### src/rtl/ram_arbiter.sv
// ram_arbiter: round-robin arbiter and access sequencer that shares one
// single-port RAM (combinational read, clocked write) between NUM_REQ requesters.
// Each command goes IDLE -> ACCESS (one RAM cycle) -> RESPOND (one-cycle ack).
// Optional feature macro: ARB_LOCK_EN. When it is defined, a requester that
// holds lock high keeps ownership for back-to-back commands.
module ram_arbiter #(
    parameter int WIDTH   = 8,
    parameter int NUM_REQ = 4,
    parameter int IDX_W   = $clog2(NUM_REQ)
) (
    input  logic                     clk,
    input  logic                     reset,
    input  logic [NUM_REQ-1:0]       req,
    input  logic [NUM_REQ-1:0]       we,
    input  logic [NUM_REQ*WIDTH-1:0] addr,
    input  logic [NUM_REQ*WIDTH-1:0] wdata,
    input  logic [NUM_REQ-1:0]       lock,
    output logic [NUM_REQ-1:0]       ack,
    output logic [WIDTH-1:0]         rdata,
    output logic                     busy,
    output logic [IDX_W-1:0]         grant_id,
    output logic                     memory_write_enable,
    output logic [WIDTH-1:0]         address_rw,
    output logic [WIDTH-1:0]         data_in,
    input  logic [WIDTH-1:0]         data_out
);

    typedef enum logic [1:0] {IDLE, ACCESS, RESPOND} state_t;

    state_t             state_q;
    logic [IDX_W-1:0]   rr_ptr_q;
    logic [IDX_W-1:0]   grant_id_q;
    logic [NUM_REQ-1:0] ack_q;
    logic [WIDTH-1:0]   rdata_q;
    logic               busy_q;
    logic               mwe_q;
    logic [WIDTH-1:0]   addr_q;
    logic [WIDTH-1:0]   wdata_q;

    logic [IDX_W-1:0]   win_d;
    logic               found_d;
    logic               locked_d;
    logic [IDX_W-1:0]   rr_next_d;
    logic [IDX_W-1:0]   cand;
    int unsigned        idx;

    logic [WIDTH-1:0]   addr_a  [NUM_REQ];
    logic [WIDTH-1:0]   wdata_a [NUM_REQ];

    for (genvar g = 0; g < NUM_REQ; g++) begin : g_unpack
        assign addr_a[g]  = addr[g*WIDTH +: WIDTH];
        assign wdata_a[g] = wdata[g*WIDTH +: WIDTH];
    end

`ifdef ARB_LOCK_EN
    logic lock_valid_q;
    logic skip_adv_q;
`else
    logic lock_unused;
    assign lock_unused = ^lock;
`endif

    // Winner search: first requester at or above rr_ptr, wrapping at NUM_REQ.
    always_comb begin
        win_d    = grant_id_q;
        found_d  = 1'b0;
        locked_d = 1'b0;
        idx      = 0;
        cand     = '0;
        for (int unsigned i = 0; i < NUM_REQ; i++) begin
            idx = 32'(rr_ptr_q) + i;
            if (idx >= NUM_REQ) idx = idx - NUM_REQ;
            cand = IDX_W'(idx);
            if (!found_d && req[cand]) begin
                found_d = 1'b1;
                win_d   = cand;
            end
        end
`ifdef ARB_LOCK_EN
        if (lock_valid_q && req[grant_id_q]) begin
            found_d  = 1'b1;
            win_d    = grant_id_q;
            locked_d = 1'b1;
        end
`endif
        // Explicit compare keeps the wrap correct for non-power-of-2 NUM_REQ.
        if (grant_id_q == IDX_W'(NUM_REQ - 1)) rr_next_d = '0;
        else                                   rr_next_d = grant_id_q + 1'b1;
    end

    // Sequencer FSM with registered RAM-port and handshake outputs.
    always_ff @(posedge clk or posedge reset) begin
        if (reset) begin
            state_q    <= IDLE;
            rr_ptr_q   <= '0;
            grant_id_q <= '0;
            ack_q      <= '0;
            rdata_q    <= '0;
            busy_q     <= 1'b0;
            mwe_q      <= 1'b0;
            addr_q     <= '0;
            wdata_q    <= '0;
`ifdef ARB_LOCK_EN
            lock_valid_q <= 1'b0;
            skip_adv_q   <= 1'b0;
`endif
        end else begin
            case (state_q)
                IDLE: begin
                    ack_q <= '0;
                    if (found_d) begin
                        grant_id_q <= win_d;
                        mwe_q      <= we[win_d];
                        addr_q     <= addr_a[win_d];
                        wdata_q    <= wdata_a[win_d];
                        busy_q     <= 1'b1;
                        state_q    <= ACCESS;
`ifdef ARB_LOCK_EN
                        lock_valid_q <= lock[win_d];
                        skip_adv_q   <= locked_d;
`endif
                    end else begin
`ifdef ARB_LOCK_EN
                        lock_valid_q <= 1'b0;
`endif
                    end
                end
                ACCESS: begin
                    rdata_q <= data_out;
                    mwe_q   <= 1'b0;
                    ack_q   <= NUM_REQ'(1) << grant_id_q;
                    state_q <= RESPOND;
`ifdef ARB_LOCK_EN
                    if (!skip_adv_q) rr_ptr_q <= rr_next_d;
`else
                    rr_ptr_q <= rr_next_d;
`endif
                end
                RESPOND: begin
                    ack_q   <= '0;
                    busy_q  <= 1'b0;
                    state_q <= IDLE;
                end
                default: begin
                    ack_q   <= '0;
                    busy_q  <= 1'b0;
                    mwe_q   <= 1'b0;
                    state_q <= IDLE;
                end
            endcase
        end
    end

    assign ack                 = ack_q;
    assign rdata               = rdata_q;
    assign busy                = busy_q;
    assign grant_id            = grant_id_q;
    assign memory_write_enable = mwe_q;
    assign address_rw          = addr_q;
    assign data_in             = wdata_q;

endmodule

### config.mk
export PLATFORM = sky130hd
export DESIGN_NAME = ram_arbiter
export DESIGN_NICKNAME = d
export VERILOG_FILES = /design/src/rtl/ram_arbiter.sv
export SDC_FILE = /design/constraint.sdc
export NUM_CORES = 1
export LEC_CHECK = 0
export CAP_MARGIN = 0
export CORE_AREA = 2 2 76 78
export CTS_CLUSTER_DIAMETER = 50
export DETAILED_ROUTE_END_ITERATION = 6
export DIE_AREA = 0 0 78 80
export PLACE_DENSITY = 0.92
export SLEW_MARGIN = 20
export SYNTH_ARGS = -nofsm -noshare
export SYNTH_HDL_FRONTEND = slang
export SYNTH_SLANG_ARGS = --single-unit
### constraint.sdc
create_clock -name clk -period 4.5 [get_ports clk]
set_input_delay 1.35 -clock clk [delete_from_list [all_inputs] [get_ports clk]]
set_output_delay 1.35 -clock clk [all_outputs]
set_load 0.05 [all_outputs]
Yosys cells after proc, flatten, opt, wreduce, memory -nomap -nowiden --
Index checks and enable logic that the tools add are counted. W data, S select, Z words.
Storage, ports and cells: register bits 36, word-level logic and storage cells 81
Cells by class: add/sub/neg operators 8, bitwise gates (word level) 3, reductions and logical operators 10, magnitude comparators 10, shift-type cells 1, multiplexer cells 36, equality and inequality tests 4
Operator list (count):
- $bmux W8 S2 | 2
- $mux W8 | 4
- $mux W2 | 10
- $lt A2 B3 Y1 const B | 5
- $ge A3 B3 Y1 const B | 4
- $mux W1 | 11
- $bmux W1 S2 | 5
- $sub A2 B1 Y2 const B | 4
- $add A2 B2 Y3 const B | 2
- $reduce_and A2 Y1 | 3
- $eq A2 B2 Y1 const B | 2
- $mux W4 | 1
- $pmux W1 S2 | 2
- $pmux W2 S2 | 1
- $shl A1 B2 Y4 const A | 1
- $add A2 B1 Y3 const B | 1
- $ge A2 B3 Y1 const B | 1
- $logic_and A1 B1 Y1 | 3
- $logic_not A1 Y1 | 3
- $not A2 Y3 | 1
- $add A2 B1 Y2 const B | 1
- $eq A2 B1 Y1 const B | 1
- $logic_not A2 Y1 | 1
- $ne A2 B2 Y1 const B | 1
- $not A1 Y1 | 2

Logic depth before layout (Yosys ltp) --
depth in word-level cells 18, depth in mapped cells 9

Least setup slack after synthesis --
Ideal clock, no wire load.
path kind input to register, from input req[3], to register addr_q[1], in the netlist address_rw[1], required time 4.374 ns, setup time 0.126 ns, slack 1.225 ns, path buffers 2, cell stages on the path 8, data arrival time 3.149 ns, cells stage by stage buf_6 > mux2_2 > a2bb2oi_1 > a221oi_2 > o32ai_4 > buf_6 > mux2_4 > a221o_1
On the way: word-level cells in the longest chain between the ends 16
RTL lines:
- from (decl) | line 13 | input logic [NUM_REQ-1:0] req,
- $bmux W1 S2 | line 74 | if (!found_d && req[cand]) begin
- $mux W1 (implied by the code) | line 74
- $mux W1 | line 74
- $logic_not A1 Y1 | line 74
- $logic_and A1 B1 Y1 | line 74
- $mux W1 | line 74
- $logic_not A1 Y1 | line 74
- $logic_and A1 B1 Y1 | line 74
- $mux W1 | line 74
- $logic_not A1 Y1 | line 74
- $logic_and A1 B1 Y1 | line 74
- $mux W2 | line 74
- $not A2 Y3 (implied by the code) | line 114 | addr_q <= addr_a[win_d];
- $bmux W8 S2 | line 114
- $mux W8 (implied by the code) (2 in series) | line 114
- to (signal assigned) | line 114
- to (decl) | line 37 | logic [WIDTH-1:0] addr_q;
Parallel ways exist; a longest one is shown, timed or not. The select of a mux whose other input is x is not followed. A chain may end at the register's enable or synchronous reset.

Final worst setup path --
from input req[0], to register wdata_q[2], in the netlist data_in[2]
On the way: word-level cells in the longest chain between the ends 16
RTL lines:
- $bmux W1 S2 | line 74
- $mux W1 (implied by the code) | line 74
- $mux W1 | line 74
- $logic_not A1 Y1 | line 74
- $logic_and A1 B1 Y1 | line 74
- $mux W1 | line 74
- $logic_not A1 Y1 | line 74
- $logic_and A1 B1 Y1 | line 74
- $mux W1 | line 74
- $logic_not A1 Y1 | line 74
- $logic_and A1 B1 Y1 | line 74
- $mux W2 | line 74
- $not A2 Y3 (implied by the code) | line 115 | wdata_q <= wdata_a[win_d];
- $bmux W8 S2 | line 115
- $mux W8 (implied by the code) (2 in series) | line 115
- to (signal assigned) | line 115
- to (decl) | line 38 | logic [WIDTH-1:0] wdata_q;
Parallel ways exist; a longest one is shown, timed or not. The select of a mux whose other input is x is not followed.

==> run summary <==
• clock latency on the worst-skew pair: 290 ps
• distinct cell type count of the synthesized netlist: 39
• portion of synthesized cell area occupied by the leading cell type: 39.65%
• Core Rows: 27
• growth of design area from synthesis to finish: 56.28%
• mean cell area of the mapped netlist: 10.62 µm²
• number of routed nets with antenna violations: 0
• launching element type of the critical path: input port
• capturing element type of the critical path: flip-flop
• cell with the most instances after synthesis: sky130_fd_sc_hd__nand2_1
• total iterations of the first detailed-routing run: 4
• post-layout net count: 413
• Final Routed Wirelength: 5.765 mm
• setup slack of the most critical reg-to-reg path: 1800 ps
• setup TNS after final layout: 0 ps
• share of power burned in the clock network: 10.9%
• placer's final routability congestion estimate: 0.7682
• share of final-layout standard cells stronger than drive strength 1: 14.20%
• Setup-failing EPs final: 0
• post-CTS setup repair buffer count: 0
• highest net fanout along the worst path: 20
• startpoint-to-endpoint class of the critical path: input port to flip-flop
• via/cell ratio: 5.220
• most frequently used flop master after synthesis: sky130_fd_sc_hd__dfrtp_1
• family with the most delay on the worst path: buffers and inverters
• worst-path cell chain: clkdlybuf4s50_1, or3b_1, a211oi_1, a221oi_2, o32ai_4, buf_4, mux2_2, a221o_1
• HPWL after DPL: 4.461 mm
• hold violation total from the final report: 0
• share of the core filled with cells in the final layout: 65.69%
• Top Ports: 118
• Final Skew: 8.303 ps
• Die Y: 80 µm
• cells on worst reg2reg path: 7
• number of stages on the worst setup path: 8
• Sw Share: 46.56%
• Die Outline Area: 0.006240 mm²
• combinational share of power: 65.8%
• Initial Util: 42.04%
• CP required: 4670 ps
• Post-Place Setup Slack: 393.3 ps
• net count after synthesis: 304
• antenna diode instance count: 0
• largest net degree at the start of global routing: 36
• data arrival time of the critical path: 4000 ps
• via count of the first global-routing pass: 1993
• number of antenna violations at the first check in global routing: 0
• final standard cell count with taps included and fillers excluded: 396
• EDFF count, synth: 0
• Synth warnings: 0
• Mapped Area: 0.002272 mm²
• number of buffers added to fix hold violations after cts: 0
• total power of the final layout: 2.586 mW
• most used standard cells in the synthesized netlist: sky130_fd_sc_hd__nand2_1 (39), sky130_fd_sc_hd__dfrtp_1 (36), sky130_fd_sc_hd__mux2i_1 (17)
• reg-to-reg endpoint: address_rw[3]$_DFFE_PP0P_
• worst setup path endpoint: data_in[2]$_DFFE_PP0P_
• library cell occupying the most area in the post-synthesis netlist: sky130_fd_sc_hd__dfrtp_1
• Static Leakage: 1.496 nW
• DRC violations left: 0
• final critical-path setup slack: 666.4 ps
• power spent charging and discharging nets: 1.204 mW
• RSZ-0062 raised after global routing: false
• WP buf/inv: 2
• main area contributors after synthesis: sky130_fd_sc_hd__dfrtp_1 (40%), sky130_fd_sc_hd__mux2_2 (7.9%), sky130_fd_sc_hd__mux2i_1 (7.5%), sky130_fd_sc_hd__mux2_4 (7.3%), sky130_fd_sc_hd__a221o_1 (7.0%)
• Final Max Tran Viols: 0
• first-pass GRT wire length: 9.190 mm
• synthesis-stage register bit count: 36
• GRT Residual Overflow: 0
• Placeable Area: 0.005405 mm²
• clock tree root buffer cell: sky130_fd_sc_hd__clkbuf_8
• number of placed instances with taps included: 388
• post-layout instance area: 0.003551 mm²
• Placement Cell Area: 0.003437 mm²
• register area share after synthesis: 39.65%
• ys async rst share: 100.0%
• power density cells: 728.4 mW/mm²
• maximum VDD drop: 0.2906 mV
• standard cell with the maximum stage delay on the critical path: sky130_fd_sc_hd__clkdlybuf4s50_1
• overall routing resource usage: 18.70%
• wire per inst: 14.56 µm
• routed vias: 2067
• start point of the critical path: req[0]
• Resize count post-CTS: 0
• slew of the pin with the lowest slew margin: 920.6 ps
• Slew HR: 38.56%
• worst hold margin: 506.8 ps
• Power Internal: 1.382 mW
• TritonCTS clock tree: built
• share of total power in sequential cells: 23.3%
• Synth Instances: 214
• worst hold path class: flip-flop to flip-flop
• buffer levels on the longest clock path: 2
• Max-cap violations: 0
• clock-pin slew on the worst setup and hold paths: 70 ps
• Reg-to-Reg Start: rr_ptr_q[0]$_DFFE_PP0P_
• status: finished, final reports clean
• share of the cycle needed by the critical path after routing: 85.19%
• clock sink count: 36
• H-tree depth reported by CTS: 2
• violation count after the first detailed-route iteration: 155
• CTS Buf Count: 5
• port buffer count: 113
• final period demand of the worst path: 3834 ps
• maximum single-stage delay on the critical path: 620 ps
• width of the die: 78 µm
• Fmax achieved: 0.2609 GHz
==> cells by family after synthesis <==
group | after synthesis | share of synthesized area [%]
buffers and inverters | 23 | 5.727
AOI/OAI and AO/OA | 39 | 14.87
DFF | 36 | 39.65
adders and majority gates | 4 | 2.203
and+or+nand+nor | 67 | 14.37
muxes | 45 | 23.18
==> cell type report <==
class	instances	area (µm²)
tap	72	90.09
clock buffer	5	68.82
timing repair buffer	119	1176
fill	418	1854
inverter	6	22.52
sequential	36	900.9
clock inverter	3	42.54
multi-input combinational	155	1250
==> how the worst min path moves through the flow <==
stage / from / end / slack (ps) / cells after the start
CTS: rdata[7]$_DFFE_PP0P_ / rdata[7]$_DFFE_PP0P_ / 510 / 1
global route: address_rw[6]$_DFFE_PP0P_ / address_rw[6]$_DFFE_PP0P_ / 530 / 1
global placement: rdata[4]$_DFFE_PP0P_ / rdata[4]$_DFFE_PP0P_ / 490 / 1
floorplan: state_q[1]$_DFFE_PP0P_ / busy$_DFFE_PP0P_ / 470 / 1
finish: rdata[4]$_DFFE_PP0P_ / rdata[4]$_DFFE_PP0P_ / 510 / 1
detailed placement: rdata[7]$_DFFE_PP0P_ / rdata[7]$_DFFE_PP0P_ / 500 / 1
==> sequential cells by signal (all words and copies together) (netlist names) <==
register / flops
ack: 4
address_rw: 8
busy: 1
data_in: 8
grant_id: 2
memory_write_enable: 1
rdata: 8
rr_ptr_q: 2
state_q: 2
==> layout by cell type (no fill, tap or decap), types with 2 or more instances in the layout <==
cell	netlist	final
sky130_fd_sc_hd__a211o_1	2	2
sky130_fd_sc_hd__a21oi_1	4	4
sky130_fd_sc_hd__a221o_1	16	16
sky130_fd_sc_hd__and2_1	5	5
sky130_fd_sc_hd__buf_4	2	6
sky130_fd_sc_hd__clkbuf_8	0	5
sky130_fd_sc_hd__clkdlybuf4s50_1	0	113
sky130_fd_sc_hd__dfrtp_1	36	36
sky130_fd_sc_hd__ha_1	4	4
sky130_fd_sc_hd__inv_1	5	5
sky130_fd_sc_hd__mux2_2	16	16
sky130_fd_sc_hd__mux2_4	11	11
sky130_fd_sc_hd__mux2i_1	17	17
sky130_fd_sc_hd__nand2_1	39	39
sky130_fd_sc_hd__nand2b_1	2	2
sky130_fd_sc_hd__nand3b_1	3	3
sky130_fd_sc_hd__nor2_1	5	5
sky130_fd_sc_hd__nor2b_1	4	3
sky130_fd_sc_hd__nor3b_1	3	3
sky130_fd_sc_hd__o21ai_0	7	7
sky130_fd_sc_hd__or3b_1	2	2
==> power groups by stage <==
| stage | clock network (mW) | registers [mW] | logic [mW] |
|---|---|---|---|
| after floorplan | 0 | 1.04 | 0.820 |
| after global placement | 0 | 0.598 | 1.68 |
| after detailed placement | 0 | 0.607 | 1.72 |
| after CTS | 0.288 | 0.602 | 1.72 |
| after global routing | 0.305 | 0.625 | 1.80 |
| final | 0.283 | 0.602 | 1.70 |
==> routing by layer <==
metal	part of all wire (%)	vias to the layer above	GRT usage [%]
li1	-	987	-
met1	37	982	19.15
met2	53	86	34.74
met3	7.9	12	6.787
met4	1.7	0	7.018
met5	0	-	0
(Power assumes the default switching activity.)
